### src/rtl/ov7670_pkg.sv
// Shared types and constants for the OV7670 register-initialisation sequencer.
package ov7670_pkg;

  typedef enum logic [3:0] {
    S_IDLE,
    S_FETCH,
    S_DECODE,
    S_STROBE,
    S_WAIT_HI,
    S_WAIT_LO,
    S_DELAY,
    S_DONE,
    S_ERROR
  } seq_state_t;

  localparam logic [15:0] ROM_END          = 16'hFFFF;
  localparam logic [7:0]  ROM_DELAY_TAG    = 8'hFF;
  localparam logic [7:0]  DEV_ADDR_DEFAULT = 8'h42;

  // Capacity of the override table that replaces the built-in list.
  localparam int USER_TABLE_MAX = 16;

endpackage

### src/rtl/ov7670_init_rom.sv
// Init table ROM: {reg, val} words, one-cycle synchronous read.
// Entries beyond the table read as the end marker.
module ov7670_init_rom
  import ov7670_pkg::*;
#(
  parameter int                          ROM_AW     = 8,
  parameter int                          USER_LEN   = 0,
  parameter logic [USER_TABLE_MAX*16-1:0] USER_TABLE = '0
) (
  input  logic              clk,
  input  logic [ROM_AW-1:0] addr,
  output logic [15:0]       data
);

  function automatic logic [15:0] default_word(input int idx);
    case (idx)
      0:       return 16'h1280;  // COM7: soft reset
      1:       return 16'hFF0A;  // settle 10 ticks after reset
      2:       return 16'h1101;  // CLKRC
      3:       return 16'h1204;  // COM7: RGB output
      4:       return 16'h0C00;  // COM3
      5:       return 16'h3E00;  // COM14
      6:       return 16'h40D0;  // COM15: RGB565, full range
      7:       return 16'h3A04;  // TSLB
      8:       return 16'h1418;  // COM9: AGC ceiling
      9:       return 16'h8C00;  // RGB444 off
      default: return ROM_END;
    endcase
  endfunction

  logic [15:0] word;
  int          idx;

  // NOTE: every variable written in always_comb gets a default first, so no latch is inferred.
  always_comb begin
    idx  = int'(addr);
    word = ROM_END;
    if (USER_LEN > 0) begin
      if (idx < USER_LEN && idx < USER_TABLE_MAX) word = USER_TABLE[idx*16 +: 16];
    end else begin
      word = default_word(idx);
    end
  end

  // NOTE: the read register has no reset; the sequencer only decodes it after a FETCH loads it.
  always_ff @(posedge clk) begin
    data <= word;
  end

endmodule

### src/rtl/ov7670_init_sequencer.sv
// Walks the init table and feeds the SCCB byte engine three bytes per register write,
// honouring delay entries and reporting done or error upstream.
module ov7670_init_sequencer
  import ov7670_pkg::*;
#(
  parameter logic [7:0]                   DEV_ADDR     = DEV_ADDR_DEFAULT,
  parameter int                           ROM_AW       = 8,
  parameter int                           DELAY_UNIT   = 50000,
  parameter int                           BUSY_TIMEOUT = 1023,
  parameter int                           USER_LEN     = 0,
  parameter logic [USER_TABLE_MAX*16-1:0] USER_TABLE   = '0
) (
  input  logic              clk,
  input  logic              reset,
  input  logic              start,
  input  logic              i2cBusy,
  output logic              i2cStrobe,
  output logic [7:0]        dataToSend,
  output logic              lastTransfer,
  output logic              busy,
  output logic              done,
  output logic              error,
  output logic [ROM_AW-1:0] entryIdx
);

  localparam int DELAY_W   = $clog2(255 * DELAY_UNIT + 1);
  localparam int TIMEOUT_W = (BUSY_TIMEOUT > 0) ? $clog2(BUSY_TIMEOUT + 1) : 1;
  localparam logic [ROM_AW-1:0] LAST_IDX = '1;

  seq_state_t           state;
  logic [1:0]           byte_sel;
  logic [7:0]           reg_byte;
  logic [7:0]           val_byte;
  logic [DELAY_W-1:0]   delay_cnt;
  logic [TIMEOUT_W-1:0] timeout_cnt;
  logic [15:0]          rom_data;

  ov7670_init_rom #(
    .ROM_AW    (ROM_AW),
    .USER_LEN  (USER_LEN),
    .USER_TABLE(USER_TABLE)
  ) u_rom (
    .clk (clk),
    .addr(entryIdx),
    .data(rom_data)
  );

  // NOTE: sequential state uses non-blocking assignments so every register samples pre-edge values.
  always_ff @(posedge clk or posedge reset) begin
    if (reset) begin
      state        <= S_IDLE;
      byte_sel     <= '0;
      reg_byte     <= '0;
      val_byte     <= '0;
      delay_cnt    <= '0;
      timeout_cnt  <= '0;
      i2cStrobe    <= 1'b0;
      dataToSend   <= '0;
      lastTransfer <= 1'b0;
      busy         <= 1'b0;
      done         <= 1'b0;
      error        <= 1'b0;
      entryIdx     <= '0;
    end else begin
      case (state)
        S_IDLE, S_DONE, S_ERROR: begin
          if (start) begin
            done     <= 1'b0;
            error    <= 1'b0;
            entryIdx <= '0;
            busy     <= 1'b1;
            state    <= S_FETCH;
          end
        end
        S_FETCH: state <= S_DECODE;
        S_DECODE: begin
          reg_byte <= rom_data[15:8];
          val_byte <= rom_data[7:0];
          if (rom_data == ROM_END) begin
            done  <= 1'b1;
            busy  <= 1'b0;
            state <= S_DONE;
          end else if (rom_data[15:8] == ROM_DELAY_TAG) begin
            delay_cnt <= DELAY_W'(32'(rom_data[7:0]) * 32'(DELAY_UNIT));
            state     <= S_DELAY;
          end else begin
            // Byte is presented a cycle ahead of the strobe; the engine samples while idle.
            byte_sel     <= 2'd0;
            dataToSend   <= DEV_ADDR;
            lastTransfer <= 1'b0;
            state        <= S_STROBE;
          end
        end
        S_STROBE: begin
          if (!i2cBusy) begin
            i2cStrobe   <= 1'b1;
            timeout_cnt <= '0;
            state       <= S_WAIT_HI;
          end
        end
        S_WAIT_HI: begin
          if (i2cBusy) begin
            i2cStrobe <= 1'b0;
            state     <= S_WAIT_LO;
          end else if (timeout_cnt == TIMEOUT_W'(BUSY_TIMEOUT)) begin
            i2cStrobe <= 1'b0;
            error     <= 1'b1;
            busy      <= 1'b0;
            state     <= S_ERROR;
          end else begin
            timeout_cnt <= timeout_cnt + 1'b1;
          end
        end
        S_WAIT_LO: begin
          if (!i2cBusy) begin
            if (byte_sel != 2'd2) begin
              byte_sel     <= byte_sel + 2'd1;
              dataToSend   <= (byte_sel == 2'd0) ? reg_byte : val_byte;
              lastTransfer <= (byte_sel == 2'd1);
              state        <= S_STROBE;
            end else begin
              dataToSend   <= '0;
              lastTransfer <= 1'b0;
              if (entryIdx == LAST_IDX) begin
                done  <= 1'b1;
                busy  <= 1'b0;
                state <= S_DONE;
              end else begin
                entryIdx <= entryIdx + 1'b1;
                state    <= S_FETCH;
              end
            end
          end
        end
        S_DELAY: begin
          if (delay_cnt == '0) begin
            // The last table slot never wraps back to entry 0.
            if (entryIdx == LAST_IDX) begin
              done  <= 1'b1;
              busy  <= 1'b0;
              state <= S_DONE;
            end else begin
              entryIdx <= entryIdx + 1'b1;
              state    <= S_FETCH;
            end
          end else begin
            delay_cnt <= delay_cnt - 1'b1;
          end
        end
        default: state <= S_IDLE;
      endcase
    end
  end

endmodule
### config.mk
export PLATFORM = sky130hd
export DESIGN_NAME = ov7670_init_sequencer
export DESIGN_NICKNAME = d
export VERILOG_FILES = /design/src/rtl/ov7670_pkg.sv /design/src/rtl/ov7670_init_rom.sv /design/src/rtl/ov7670_init_sequencer.sv
export SDC_FILE = /design/constraint.sdc
export NUM_CORES = 1
export LEC_CHECK = 0
export ABC_AREA = 1
export CORE_AREA = 2 2 121 123
export DETAILED_ROUTE_END_ITERATION = 7
export DIE_AREA = 0 0 123 125
export GPL_ROUTABILITY_DRIVEN = 0
export PLACE_DENSITY = 0.66
export SYNTH_ARGS = -nofsm -noshare
export SYNTH_HDL_FRONTEND = slang
export SYNTH_SLANG_ARGS = --single-unit
### constraint.sdc
create_clock -name clk -period 4.1 [get_ports clk]
set_input_delay 0.82 -clock clk [delete_from_list [all_inputs] [get_ports clk]]
set_output_delay 0.82 -clock clk [all_outputs]
set_load 0.01 [all_outputs]
# After elaboration in Yosys (flattened, before gate mapping)
# Memories as Yosys holds them, arrays and structs flattened. A register that Yosys moved wholly into a read port is not among the register bits.
# Index checks and enable logic that the tools add are counted.
[word_totals]
mem_count = 1
ff_bits = 77
out_inout_bits = 21
elab_cells = 134
rom_bits = 256
in_bits = 4
[mem_list]
columns = ["name", "words", "width", "read_ports", "rd_ports_with_merged_regs", "wr", "line", "text"]
rows = [
  ["(name not given)", 16, 16, 1, 1, 0, "ov7670_init_rom.sv:16", "case (idx)"],
]
[classes]
mux = 63
n_reduce_logical = 23
multipliers = 1
add_sub_neg = 4
eq_ne = 29
[ops]
columns = ["operator", "count"]
rows = [
  ["2-to-1 mux 8 bit", 10],
  ["2-to-1 mux 24 bit", 3],
  ["case mux 24 bit (2 select lines)", 1],
  ["2-to-1 mux 10 bit", 3],
  ["!= test 2 bit, second input constant", 15],
  ["case mux 4 bit (7 select lines)", 1],
  ["logical NOT 24 bit", 1],
  ["2-to-1 mux 4 bit", 6],
  ["case mux 8 bit (3 select lines)", 1],
  ["subtractor 24 x 1 -> 24 bit, second input constant", 1],
  ["2-to-1 mux 1 bit", 22],
  ["multiplier 8 x 12 -> 20 bit, second input constant", 1],
  ["case mux 10 bit (2 select lines)", 1],
  ["equality test 16 bit, second input constant", 1],
  ["equality test 4 x 3 -> 1 bit, second input constant", 4],
  ["equality test 8 bit, second input constant", 2],
  ["case mux 8 bit (2 select lines)", 1],
  ["AND reduction 4 bit", 4],
  ["AND reduction 5 bit", 3],
  ["2-to-1 mux 3 bit", 4],
  ["adder 10 x 1 -> 10 bit, second input constant", 1],
  ["equality test 10 bit, second input constant", 1],
  ["adder 8 x 1 -> 8 bit, second input constant", 1],
  ["equality test 4 x 2 -> 1 bit, second input constant", 2],
  ["other kinds (21)", 30],
]

# Longest topological paths before layout
# Gate-level depths: netlist of the first run.
[logic_depth]
depth_word = 5
depth_mapped = 18
depth_no_buf = 18

# Cells and area by module
# Synthesis of the first run repeated with hierarchy kept, for this count alone.
[unflattened]
hier_cells = 950
area_unflattened_um2 = 6920.4
[by_module_without_submodules]
columns = ["module", "seq_area_each_um2", "area_per_inst_um2", "n_inst", "cells_each"]
rows = [
  ["ov7670_init_sequencer", 1926.8, 6261.0, 1, 868],
  ["ov7670_init_rom", 320.3, 659.4, 1, 82],
]

# Least setup slack after synthesis of the first run
# No wires, ideal clock.
[synth_path]
path_type = "register to register"
startpoint = "register u_rom.data[6]"
endpoint = "register delay_cnt[22]"
stages_incl_launch_ff = 18
path_slack_ps = 876
arrival_ps = 3107
required_ps = 3984
setup_ps = 116
path_cell_list = "dfxtp_1 -> inv_1 -> ha_1 -> inv_1 -> ha_1 -> fa_1 -> fa_1 -> ha_1 -> nand2_1 -> inv_1 -> a21oi_1 -> nor2_1 -> nor2_1 -> nand2_1 -> nand2_1 -> nand3_1 -> nand2_1 -> nand2_1"
[synth_via]
elab_chain_len = 4
[synth_lines]
columns = ["element", "line", "text"]
rows = [
  ["from (decl)", "ov7670_init_rom.sv:12", "output logic [15:0] data"],
  ["multiplier 8 x 12 -> 20 bit", "ov7670_init_sequencer.sv:84", "delay_cnt <= DELAY_W'(32'(rom_data[7:0]) * 32'(DELAY_UNIT));"],
  ["2-to-1 mux 24 bit", "ov7670_init_sequencer.sv:83", "end else if (rom_data[15:8] == ROM_DELAY_TAG) begin"],
  ["2-to-1 mux 24 bit", "ov7670_init_sequencer.sv:79", "if (rom_data == ROM_END) begin"],
  ["case mux 24 bit (2 select lines)", "ov7670_init_sequencer.sv:65", "case (state)"],
  ["to (signal assigned)", "ov7670_init_sequencer.sv:84", ""],
  ["to (signal assigned)", "ov7670_init_sequencer.sv:147", "delay_cnt <= delay_cnt - 1'b1;"],
  ["to (decl)", "ov7670_init_sequencer.sv:34", "logic [DELAY_W-1:0] delay_cnt;"],
]
# Several ways; a longest one is shown, not always the timed one. The select of a mux whose other input is x is not followed.
# A chain may end at the register's enable or synchronous reset.

# Worst setup path after layout of the first run
# Ends and elaborated chain as after synthesis.

==> flow_results.xml, run 1 <==
<?xml version="1.0" encoding="UTF-8"?>
<metrics>
  <group name="routing">
    <metric name="drt_wirelength" unit="um">15400</metric>
    <metric name="wire_per_inst" unit="um">13.3</metric>
    <metric name="route.antenna.remaining_nets" unit="">0</metric>
    <metric name="dr.pass1.iters" unit="">6</metric>
    <metric name="route.vias.total" unit="">5795</metric>
    <metric name="avgViaCountPerCell" unit="">4.98</metric>
    <metric name="initialDrtViolationCount" unit="">366</metric>
    <metric name="remaining_drc_errors" unit="">0</metric>
  </group>
  <group name="cts">
    <metric name="htreeDepth" unit="">3</metric>
    <metric name="cts-resized-gates" unit="">0</metric>
    <metric name="ctsRootBufferMaster" unit="">clkbuf_16</metric>
    <metric name="cts_tree" unit="">built</metric>
    <metric name="worst_skew_pair.late_latency" unit="ns">0.35</metric>
    <metric name="cts_made_buffers" unit="">9</metric>
    <metric name="cts_sinks" unit="">93</metric>
    <metric name="clockBufferDepth" unit="">2</metric>
    <metric name="cts_post_setup_buffers_inserted" unit="">0</metric>
    <metric name="hold_buffers" unit="">0</metric>
    <metric name="clkTransAtPathRegs" unit="ns">0.07</metric>
  </group>
  <group name="logic_synthesis">
    <metric name="synth_top_family_by_area" unit="">simple AND/OR/NAND/NOR gates</metric>
    <metric name="synth-adder-area-share" unit="%">15.9</metric>
    <metric name="yosys.cell_count.top_type" unit="">nand2_1</metric>
    <metric name="yosys-top-cells-area" unit="">dfrtp_1 (28%), nand2_1 (16%), ha_1 (12%), inv_1 (6.7%), nor2_1 (5.3%)</metric>
    <metric name="dominantRegCellSynth" unit="">dfrtp_1</metric>
    <metric name="post_synth_and_or_nand_nor_area_fraction" unit="%">31.8</metric>
    <metric name="async_flop_share" unit="%">82.8</metric>
    <metric name="synth.mux.area_fraction" unit="%">0.727</metric>
    <metric name="synth_compound_area_share" unit="%">9.00</metric>
    <metric name="number_of_instances_in_the_synthesized_netlist" unit="">951</metric>
    <metric name="edff_count_synth" unit="">0</metric>
    <metric name="synth.ff_latch_count" unit="">93</metric>
    <metric name="synth-warning-count" unit="">0</metric>
    <metric name="sequential_to_total_area_share_from_yosys_stat" unit="%">32.7</metric>
    <metric name="syn-mean-instance-area" unit="um2">7.24</metric>
    <metric name="netlist.area_leader.share" unit="%">28.0</metric>
    <metric name="synth_area" unit="um2">6880</metric>
    <metric name="synth_cell_types" unit="">44</metric>
    <metric name="synth_commonest_cells" unit="">nand2_1 (290), inv_1 (123), nor2_1 (97)</metric>
    <metric name="synth-xor-area-share" unit="%">1.65</metric>
    <metric name="synth.net_count" unit="">1035</metric>
    <metric name="netlist.top_cell.by_area" unit="">dfrtp_1</metric>
  </group>
  <group name="timing">
    <metric name="finalCriticalPeriod" unit="ns">3.51</metric>
    <metric name="grt_setup_unrepaired" unit="">false</metric>
    <metric name="final_min_period_over_clock_period" unit="%">85.6</metric>
    <metric name="max-slew-margin-rel" unit="%">58.0</metric>
    <metric name="tns" unit="ns">0</metric>
    <metric name="worst_slack" unit="ns">0.589</metric>
    <metric name="hold-worst-slack" unit="ns">0.448</metric>
    <metric name="setup_viol" unit="">0</metric>
    <metric name="tightestPinTransition" unit="ns">0.629</metric>
    <metric name="skew" unit="ns">0.00490</metric>
    <metric name="clock.fmax" unit="GHz">0.285</metric>
    <metric name="hold_violations" unit="">0</metric>
    <metric name="slew_viol_final" unit="">0</metric>
  </group>
  <group name="finish">
    <metric name="layout.nets" unit="">1058</metric>
    <metric name="fillerInstances" unit="">1436</metric>
    <metric name="final_cell_count_no_fill" unit="">1163</metric>
    <metric name="multi_input_gate_area_in_the_final_layout" unit="um2">4060</metric>
    <metric name="antennaDiodeCount" unit="">0</metric>
    <metric name="layout.area.seq" unit="um2">2250</metric>
    <metric name="area_growth_syn_to_layout" unit="%">10.2</metric>
    <metric name="finish.utilization" unit="%">53.4</metric>
    <metric name="drive_above_1_share" unit="%">6.23</metric>
    <metric name="post-route-cell-area" unit="um2">7590</metric>
  </group>
  <group name="global_route">
    <metric name="global_routing_usage_summed_across_all_routing_layers" unit="%">21.8</metric>
    <metric name="first_pass_grt_wire_length" unit="um">27000</metric>
    <metric name="grt_antenna_before_repair" unit="">0</metric>
    <metric name="via_count_of_the_first_global_routing_pass" unit="">5588</metric>
    <metric name="global_route.overflow_total" unit="">0</metric>
    <metric name="grt_max_degree" unit="">32</metric>
  </group>
  <group name="placed_design">
    <metric name="dpl.hpwl" unit="um">12000</metric>
    <metric name="dp_cells" unit="">1147</metric>
    <metric name="post_dp_cell_area" unit="um2">7290</metric>
    <metric name="io_buffers" unit="">24</metric>
    <metric name="placement.setup.worst_slack" unit="ns">0.613</metric>
  </group>
  <group name="floorplan">
    <metric name="io-pin-count" unit="">25</metric>
    <metric name="std_cell_rows" unit="">44</metric>
    <metric name="design.die.area" unit="um2">15400</metric>
    <metric name="effective_utilization_at_floorplan" unit="%">48.4</metric>
    <metric name="die_w" unit="um">123</metric>
    <metric name="floorplan.die.height" unit="um">125</metric>
    <metric name="core_area" unit="um2">14200</metric>
  </group>
  <group name="flow_run">
    <metric name="max_cap_viol_count" unit="">0</metric>
  </group>
  <group name="power">
    <metric name="comb_power_share" unit="%">53.6</metric>
    <metric name="clock_share_of_power" unit="%">17.3</metric>
    <metric name="netSwitchingPower" unit="mW">2.33</metric>
    <metric name="power.density_cell_area" unit="nW/um2">642</metric>
    <metric name="power.ir.vdd_worst" unit="mV">0.265</metric>
    <metric name="internal-power" unit="mW">2.53</metric>
    <metric name="netSwitchingFraction" unit="%">48.0</metric>
    <metric name="pwr-share-seq" unit="%">29.1</metric>
    <metric name="power" unit="mW">4.87</metric>
    <metric name="power_leakage" unit="nW">4.03</metric>
  </group>
  <group name="setup_path">
    <metric name="critPathBufInv" unit="">3</metric>
    <metric name="endpoint_kind" unit="">register</metric>
    <metric name="timing.critical_path.cells" unit="">inv_1 -&gt; ha_1 -&gt; inv_1 -&gt; ha_1 -&gt; fa_1 -&gt; fa_1 -&gt; ha_1 -&gt; nand2_1 -&gt; inv_1 -&gt; a21oi_1 -&gt; nor2_1 -&gt; nor2_1 -&gt; nand2_1 -&gt; nand2_1 -&gt; nand3_1 -&gt; nand2_1 -&gt; nand2_1</metric>
    <metric name="path_class" unit="">register to register</metric>
    <metric name="cpMostUsedCell" unit="">nand2_1</metric>
    <metric name="timing.critical_path.slowest_cell_delay" unit="ns">0.49</metric>
    <metric name="worst_path_max_delay_cell" unit="">dfxtp_1</metric>
    <metric name="cpLargestDelayFamily" unit="">adder cells</metric>
    <metric name="worstPathArrival" unit="ns">3.76</metric>
    <metric name="critical_path_required" unit="ns">4.35</metric>
    <metric name="cp_max_fo" unit="">7</metric>
    <metric name="worst_setup_path_start_kind" unit="">register</metric>
  </group>
  <group name="worst_hold_path">
    <metric name="worstHoldPathType" unit="">register to register</metric>
  </group>
  <group name="outcome">
    <metric name="status" unit="">finished, final reports clean</metric>
  </group>
</metrics>
[cells in the final DEF (no fill, tap or decap), types with 3 or more instances in the layout]
cell / count
xor2_1: 10
nand4_1: 6
nand2_2: 7
nor2_2: 5
clkdlybuf4s50_1: 24
o21a_1: 3
nand3_1: 63
mux2i_1: 5
or2_2: 6
nor2_1: 97
nor3_1: 9
inv_4: 4
nor2_4: 4
nand3b_1: 4
inv_2: 4
ha_1: 68
o21ai_1: 17
o21ai_0: 54
fa_1: 12
clkbuf_16: 10
xnor2_1: 3
nand2_1: 290
nand2_4: 4
o21ai_2: 5
dfrtp_1: 77
dfxtp_1: 16
a21oi_1: 23
inv_1: 122
[area by class of cell]
cell class	count	share of cell area, %
Clock buffer	10	3.30
Timing Repair Buffer	26	3.36
Inverter	129	6.47
Sequential cell	93	29.6
Tap cell	184	3.03
Clock inverter	6	0.643
Multi-Input combinational cell	715	53.6
[registers in the layout, indices dropped and copies added, names as in the netlist]
register / count
state: 4
dataToSend: 8
i2cStrobe: 1
byte_sel: 2
delay_cnt: 24
val_byte: 8
u_rom.data: 16
error: 1
reg_byte: 8
timeout_cnt: 10
busy: 1
done: 1
lastTransfer: 1
entryIdx: 8
[power by group through the flow]
| stage | clock network, mW | logic (mW) | registers [mW] |
|---|---|---|---|
| 2_1_floorplan | 0 | 2.02 | 1.38 |
| 3_3_place_gp | 0 | 2.58 | 1.43 |
| 3_5_place_dp | 0 | 2.59 | 1.43 |
| 4_1_cts | 0.862 | 2.62 | 1.41 |
| 5_1_grt | 0.905 | 3.05 | 1.45 |
| 6_report | 0.843 | 2.61 | 1.42 |
[worst reg2reg max path: cells and delay by family (launching register included)]
family                     cells  cell delay, ns
adders and majority gates      5            1.86
and+or+nand+nor                8            0.63
AOI/OAI and AO/OA              1            0.25
DFF                            1            0.49
buffers and inverters          3            0.17
[cells by family (layout without fill, tap and decap cells)]
logic type                 after synthesis  after routing
AOI/OAI and AO/OA                      113            113
xor gates and xnor gates                13             13
adders and majority gates               80             80
buffers and inverters                  143            171
DFF                                     93             93
muxes                                    5              5
and+or+nand+nor                        504            504
[final timing paths]
path                                      from        endpoint  slack (ns)  depth (start not counted)
worst min register to register  u_rom.data[11]     reg_byte[3]        0.45                          2
worst min-delay path            u_rom.data[11]     reg_byte[3]        0.45                          2
min in group asynchronous                reset  timeout_cnt[7]        0.80                          2
max in group asynchronous                reset     entryIdx[3]        2.53                          3
worst max register to register   u_rom.data[6]   delay_cnt[22]        0.59                         17
worst max-delay path             u_rom.data[6]   delay_cnt[22]        0.59                         17
[metal layers]
| layer | up-vias | global-route usage [%] | part of all wire, % |
|---|---|---|---|
| met5 | - | 0 | 0 |
| li1 | 3085 | - | - |
| met2 | 75 | 34.3 | 45 |
| met4 | 0 | 5.41 | 1.2 |
| met3 | 15 | 3.19 | 2.6 |
| met1 | 2620 | 31.6 | 51 |
(Power assumes the default switching activity.)
==> run 2: changes to the inputs <==
PLACE_DENSITY = 0.69   (was 0.66)
clock period = 3.06 ns   (was 4.1 ns; I/O delays follow)
==> run 2 against run 1 <==
Critical endpoint is now delay_cnt[16]; largest power group unchanged; clock-buffer cell count increased by 2; the run now ends with setup timing left; highest routed layer unchanged; global-route usage increased by 0.58 points; largest cell class unchanged; first-iteration DRC count increased by 5.5%; register-to-register slack got worse by 0.64 ns.
==> flow_results.xml, run 2 (synthesis gave the netlist of run 1 again) <==
<?xml version="1.0" encoding="UTF-8"?>
<metrics>
  <group name="floorplan">
    <metric name="core_area" unit="um2">14200</metric>
    <metric name="io-pin-count" unit="">25</metric>
    <metric name="design.die.area" unit="um2">15400</metric>
    <metric name="die_w" unit="um">123</metric>
    <metric name="std_cell_rows" unit="">44</metric>
    <metric name="floorplan.die.height" unit="um">125</metric>
    <metric name="effective_utilization_at_floorplan" unit="%">48.4</metric>
  </group>
  <group name="placed_design">
    <metric name="dpl.hpwl" unit="um">12200</metric>
    <metric name="placement.setup.worst_slack" unit="ns">-0.143</metric>
    <metric name="io_buffers" unit="">24</metric>
  </group>
  <group name="power">
    <metric name="power_leakage" unit="nW">4.24</metric>
    <metric name="power.density_cell_area" unit="nW/um2">862</metric>
    <metric name="power.ir.vdd_worst" unit="mV">0.406</metric>
  </group>
  <group name="cts">
    <metric name="worst_skew_pair.late_latency" unit="ns">0.35</metric>
    <metric name="clockBufferDepth" unit="">2</metric>
    <metric name="cts_tree" unit="">built</metric>
    <metric name="cts_sinks" unit="">93</metric>
    <metric name="clkTransAtPathRegs" unit="ns">0.07</metric>
    <metric name="htreeDepth" unit="">3</metric>
    <metric name="ctsRootBufferMaster" unit="">clkbuf_16</metric>
    <metric name="cts_made_buffers" unit="">9</metric>
    <metric name="hold_buffers" unit="">0</metric>
  </group>
  <group name="setup_path">
    <metric name="endpoint_kind" unit="">register</metric>
    <metric name="cp_max_fo" unit="">4</metric>
    <metric name="timing.critical_path.slowest_cell_delay" unit="ns">0.53</metric>
    <metric name="critical_path_required" unit="ns">3.35</metric>
    <metric name="cpLargestDelayFamily" unit="">adder cells</metric>
    <metric name="critPathBufInv" unit="">1</metric>
    <metric name="path_class" unit="">register to register</metric>
    <metric name="worst_setup_path_start_kind" unit="">register</metric>
    <metric name="worst_path_max_delay_cell" unit="">fa_1</metric>
    <metric name="timing.critical_path.cells" unit="">ha_4 -&gt; fa_1 -&gt; fa_1 -&gt; ha_4 -&gt; ha_4 -&gt; nand2_2 -&gt; nor2_1 -&gt; inv_1 -&gt; nor2_4 -&gt; nor3_2 -&gt; nand3b_1 -&gt; nand2_1 -&gt; nand2_1 -&gt; nand2_1</metric>
    <metric name="worstPathArrival" unit="ns">3.41</metric>
  </group>
  <group name="finish">
    <metric name="drive_above_1_share" unit="%">16.7</metric>
    <metric name="layout.nets" unit="">1095</metric>
    <metric name="register_bank_with_the_most_flops" unit="">delay_cnt</metric>
    <metric name="leading_cell_type_in_the_layout_fill_and_taps_excluded" unit="">nand2_1</metric>
    <metric name="most_frequent_cells_in_the_layout" unit="">nand2_1 (275), inv_1 (116), nor2_1 (90)</metric>
    <metric name="biggest_regs" unit="">delay_cnt x24, u_rom.data x16, timeout_cnt x10</metric>
    <metric name="area_growth_syn_to_layout" unit="%">20.9</metric>
    <metric name="largest_register_ff_count" unit="">24</metric>
    <metric name="antennaDiodeCount" unit="">0</metric>
  </group>
  <group name="timing">
    <metric name="tightestPinTransition" unit="ns">0.810</metric>
    <metric name="grt_setup_unrepaired" unit="">true</metric>
    <metric name="hold_violations" unit="">0</metric>
    <metric name="hold-worst-slack" unit="ns">0.459</metric>
    <metric name="max-slew-margin-rel" unit="%">45.9</metric>
    <metric name="finalCriticalPeriod" unit="ns">3.11</metric>
    <metric name="slew_viol_final" unit="">0</metric>
    <metric name="skew" unit="ns">0.0104</metric>
    <metric name="setup_viol" unit="">2</metric>
    <metric name="clock.fmax" unit="GHz">0.321</metric>
    <metric name="worst_slack" unit="ns">-0.0520</metric>
    <metric name="final_min_period_over_clock_period" unit="%">102</metric>
  </group>
  <group name="routing">
    <metric name="dr.pass1.iters" unit="">5</metric>
    <metric name="route.vias.total" unit="">6111</metric>
    <metric name="initialDrtViolationCount" unit="">386</metric>
    <metric name="remaining_drc_errors" unit="">0</metric>
    <metric name="wire_per_inst" unit="um">13.5</metric>
    <metric name="avgViaCountPerCell" unit="">5.09</metric>
    <metric name="drt_wirelength" unit="um">16200</metric>
    <metric name="route.antenna.remaining_nets" unit="">0</metric>
  </group>
  <group name="global_route">
    <metric name="via_count_of_the_first_global_routing_pass" unit="">5845</metric>
    <metric name="grt_antenna_before_repair" unit="">0</metric>
    <metric name="grt_max_degree" unit="">46</metric>
    <metric name="first_pass_grt_wire_length" unit="um">27800</metric>
    <metric name="global_routing_usage_summed_across_all_routing_layers" unit="%">22.4</metric>
    <metric name="global_route.overflow_total" unit="">0</metric>
  </group>
  <group name="outcome">
    <metric name="status" unit="">complete, but fails checks</metric>
    <metric name="violations" unit="">setup timing</metric>
  </group>
  <group name="flow_run">
    <metric name="max_cap_viol_count" unit="">0</metric>
  </group>
  <group name="worst_hold_path">
    <metric name="worstHoldPathType" unit="">register to register</metric>
  </group>
</metrics>
## run 2: path summary, 6_finish.rpt
| check | slack (ns) | from | end | depth (start not counted) |
|---|---|---|---|---|
| worst max-delay path | -0.05 | u_rom.data[4] | delay_cnt[16] | 14 |
| worst min-delay path | 0.46 | u_rom.data[12] | reg_byte[4] | 2 |
| worst max register to register | -0.05 | u_rom.data[4] | delay_cnt[16] | 14 |
| worst min register to register | 0.46 | u_rom.data[12] | reg_byte[4] | 2 |
| max in group asynchronous | 1.70 | reset | state[1] | 3 |
| min in group asynchronous | 0.71 | reset | timeout_cnt[7] | 2 |
## run 2: stage by stage
stage                     instances  instance area, um2  setup TNS [ns]  total power [mW]  utilization (%)
after CTS                      1200                8130         -0.0201              7.02             57.3
after detailed placement       1183                7640           -1.40              5.69             53.8
final                          1200                8320         -0.0574              7.17             58.6
after global placement         1183                7640          -0.820              5.65             53.8
after floorplan                 951                6950               0              4.65                -
after global routing           1200                8320           -1.63              7.85             58.6
## run 2: layout make-up
cell class,instances,area (um2)
Clock inverter,4,28.8
Fill cell,1311,5880
Inverter,129,493
Timing Repair Buffer,63,553
Sequential cell,93,2260
Multi-Input combinational cell,715,4490
Clock buffer,12,268
Tap cell,184,230
## run 2: where the power goes
group	total (mW)	internal, mW	leakage [nW]	switching [mW]
registers	1.88	1.59	1.16	0.290
logic	4.17	1.61	2.93	2.56
clock network	1.12	0.627	0.149	0.494
total	7.17	3.82	4.24	3.35
## run 2: repair_timing
item,in CTS,in global routing
gates resized for setup,39,45
setup buffers,1,0
pin swaps,19,31
endpoints found under the hold margin,0,0
setup endpoints to repair,13,14
## run 2: worst min-delay path, stage by stage, from the launching register on
cell     delay [ns]
dfxtp_1        0.31
nand2_1        0.06
nand2_1        0.05
## run 2: layer usage
layer | vias to the layer above | GRT usage [%] | share of wire [%]
met5 | - | 0 | 0
met4 | 0 | 5.61 | 1.4
met3 | 16 | 3.47 | 3.5
met2 | 106 | 35.6 | 46
met1 | 2848 | 32.0 | 49
li1 | 3141 | - | -
==> run 3: changes to the inputs <==
PLACE_DENSITY = 0.78   (was 0.69)
==> run 3 against run 2 <==
The flow still finishes with violations (setup timing); hold slack better by 0.0024 ns; sequential power about the same; clock skew down 0.0016 ns; wire length up 4.2%; utilization up 0.87 points; global-route usage down 0.32 points; register-to-register slack worse by 0.05 ns; sequential share of layout area down 0.35 points; clock-buffer cell count down 3; fmax down 1.5%; critical path depth up 2; critical path type unchanged.
==> flow_results.xml, run 3 (synthesis gave the netlist of run 1 again) <==
<?xml version="1.0" encoding="UTF-8"?>
<metrics>
  <group name="cts">
    <metric name="cts_sinks" unit="">93</metric>
    <metric name="htreeDepth" unit="">3</metric>
    <metric name="hold_buffers" unit="">0</metric>
    <metric name="clkTransAtPathRegs" unit="ns">0.07</metric>
    <metric name="cts_made_buffers" unit="">9</metric>
    <metric name="ctsRootBufferMaster" unit="">clkbuf_16</metric>
    <metric name="cts_tree" unit="">built</metric>
    <metric name="worst_skew_pair.late_latency" unit="ns">0.36</metric>
    <metric name="clockBufferDepth" unit="">2</metric>
  </group>
  <group name="timing">
    <metric name="hold_violations" unit="">0</metric>
    <metric name="setup_viol" unit="">7</metric>
    <metric name="skew" unit="ns">0.00880</metric>
    <metric name="grt_setup_unrepaired" unit="">true</metric>
    <metric name="finalCriticalPeriod" unit="ns">3.16</metric>
    <metric name="max-slew-margin-rel" unit="%">45.6</metric>
    <metric name="tightestPinTransition" unit="ns">0.815</metric>
    <metric name="clock.fmax" unit="GHz">0.317</metric>
    <metric name="slew_viol_final" unit="">0</metric>
    <metric name="worst_slack" unit="ns">-0.0981</metric>
    <metric name="final_min_period_over_clock_period" unit="%">103</metric>
  </group>
  <group name="routing">
    <metric name="avgViaCountPerCell" unit="">5.21</metric>
    <metric name="wire_per_inst" unit="um">14.0</metric>
    <metric name="dr.pass1.iters" unit="">5</metric>
    <metric name="drt_wirelength" unit="um">16900</metric>
    <metric name="remaining_drc_errors" unit="">0</metric>
    <metric name="initialDrtViolationCount" unit="">486</metric>
    <metric name="route.vias.total" unit="">6252</metric>
    <metric name="route.antenna.remaining_nets" unit="">0</metric>
  </group>
  <group name="worst_hold_path">
    <metric name="min_delay_path_depth" unit="">2</metric>
    <metric name="worstHoldPathType" unit="">register to register</metric>
    <metric name="hold_start" unit="">u_rom.data[13]</metric>
    <metric name="sink_of_the_worst_hold_path" unit="">reg_byte[5]</metric>
  </group>
  <group name="placed_design">
    <metric name="post_dp_cell_area" unit="um2">7650</metric>
    <metric name="io_buffers" unit="">24</metric>
    <metric name="placement.setup.worst_slack" unit="ns">-0.182</metric>
    <metric name="dpl.hpwl" unit="um">12000</metric>
  </group>
  <group name="flow_run">
    <metric name="max_cap_viol_count" unit="">0</metric>
  </group>
  <group name="power">
    <metric name="power" unit="mW">7.40</metric>
    <metric name="power_leakage" unit="nW">4.29</metric>
    <metric name="power.density_cell_area" unit="nW/um2">876</metric>
    <metric name="power.ir.vdd_worst" unit="mV">0.334</metric>
  </group>
  <group name="global_route">
    <metric name="grt_antenna_before_repair" unit="">0</metric>
    <metric name="global_route.overflow_total" unit="">0</metric>
    <metric name="first_pass_grt_wire_length" unit="um">27700</metric>
    <metric name="grt_max_degree" unit="">46</metric>
    <metric name="via_count_of_the_first_global_routing_pass" unit="">6026</metric>
    <metric name="global_routing_usage_summed_across_all_routing_layers" unit="%">22.1</metric>
  </group>
  <group name="setup_path">
    <metric name="critical_path.reg2reg.endpoint" unit="">delay_cnt[16]</metric>
    <metric name="worst-r2r-setup-slack" unit="ns">-0.1</metric>
    <metric name="cp_max_fo" unit="">4</metric>
    <metric name="ff2ff_path_depth" unit="">16</metric>
    <metric name="critical_path_required" unit="ns">3.35</metric>
    <metric name="timing.rr.start" unit="">u_rom.data[4]</metric>
    <metric name="path_class" unit="">register to register</metric>
    <metric name="critPathLaunch" unit="">u_rom.data[4]</metric>
    <metric name="worstPathArrival" unit="ns">3.45</metric>
    <metric name="endpoint_kind" unit="">register</metric>
    <metric name="worst_setup_path_start_kind" unit="">register</metric>
  </group>
  <group name="finish">
    <metric name="post-route-cell-area" unit="um2">8440</metric>
    <metric name="leading_cell_type_in_the_layout_fill_and_taps_excluded" unit="">nand2_1</metric>
    <metric name="drive_above_1_share" unit="%">20.1</metric>
    <metric name="finish.utilization" unit="%">59.5</metric>
    <metric name="antennaDiodeCount" unit="">0</metric>
    <metric name="fillerInstances" unit="">1209</metric>
    <metric name="most_frequent_cells_in_the_layout" unit="">nand2_1 (264), inv_1 (111), nor2_1 (84)</metric>
    <metric name="area_growth_syn_to_layout" unit="%">22.7</metric>
    <metric name="largest_register_ff_count" unit="">24</metric>
    <metric name="register_bank_with_the_most_flops" unit="">delay_cnt</metric>
    <metric name="layout.nets" unit="">1096</metric>
    <metric name="biggest_regs" unit="">delay_cnt x24, u_rom.data x16, timeout_cnt x10</metric>
  </group>
  <group name="floorplan">
    <metric name="floorplan.die.height" unit="um">125</metric>
    <metric name="io-pin-count" unit="">25</metric>
    <metric name="die_w" unit="um">123</metric>
    <metric name="core_area" unit="um2">14200</metric>
    <metric name="std_cell_rows" unit="">44</metric>
    <metric name="effective_utilization_at_floorplan" unit="%">48.4</metric>
    <metric name="design.die.area" unit="um2">15400</metric>
  </group>
  <group name="outcome">
    <metric name="status" unit="">complete, but fails checks</metric>
    <metric name="violations" unit="">setup timing</metric>
  </group>
</metrics>
run 3: cell types whose count changed in the layout (fill, tap and decap cells not counted), moves of 3 or more:
cell	previous run	this run
nand3_1	54	50
inv_1	116	111
nor2_1	90	84
nand2_1	275	264
nor2_2	8	14
nand2_4	8	11
inv_2	9	14
inv_8	0	3
nand2_2	18	26
nand3_2	9	13
run 3: cell type report:
class / count / area (um2) / share of cell area [%]
Timing Repair Buffer: 64 / 557 / 6.59
Multi-Input combinational cell: 715 / 4610 / 54.6
Tap cell: 184 / 230 / 2.73
Sequential cell: 93 / 2260 / 26.8
Clock inverter: 7 / 67.6 / 0.800
Inverter: 129 / 493 / 5.84
Clock buffer: 9 / 225 / 2.67
run 3: worst max-delay path: stages, from the launching register on:
cell,delay [ns]
dfxtp_4,0.37
ha_4,0.25
ha_4,0.26
inv_2,0.03
fa_1,0.49
inv_2,0.04
fa_2,0.55
ha_4,0.23
nand2_4,0.09
nor2_4,0.03
nor2_2,0.15
nor2_2,0.07
o21ai_1,0.18
nand3b_1,0.13
nand2_1,0.09
nand2_1,0.05
nand2_1,0.08
run 3: repair_timing:
item,4_1_cts,5_1_grt
cloned,0,0
gates resized for setup,36,88
endpoints found under the setup margin,13,13
pin swaps,21,48
buffers inserted,0,1
run 3: per-stage QoR:
| step | setup TNS [ns] | hold WS, ns | instances |
|---|---|---|---|
| 2_1_floorplan | 0 | 0.426 | 951 |
| 3_3_place_gp | -0.680 | 0.434 | 1184 |
| 3_5_place_dp | -1.38 | 0.441 | 1184 |
| 4_1_cts | -0.126 | 0.449 | 1200 |
| 5_1_grt | -1.64 | 0.492 | 1201 |
| 6_report | -0.308 | 0.462 | 1201 |
run 3: worst max-delay path by stage:
stage	slack [ns]	endpoint
after floorplan	0.001	delay_cnt[15]
after global placement	-0.1	delay_cnt[19]
after detailed placement	-0.18	delay_cnt[23]
after CTS	-0.04	delay_cnt[23]
after global routing	-0.21	delay_cnt[16]
final	-0.1	delay_cnt[16]
run 3: routing by layer:
layer  GRT usage, %  share of wire, %
met3           3.01               5.1
met5              0                 0
met2           35.1                47
met1           31.0                45
met4           7.49               2.3
run 3: where the power goes:
| group | leakage (nW) | internal (mW) | total (mW) | switching [mW] |
|---|---|---|---|---|
| Sequential | 1.15 | 1.59 | 1.90 | 0.310 |
| Combinational | 2.99 | 1.68 | 4.37 | 2.69 |
| Clock | 0.149 | 0.575 | 1.12 | 0.548 |
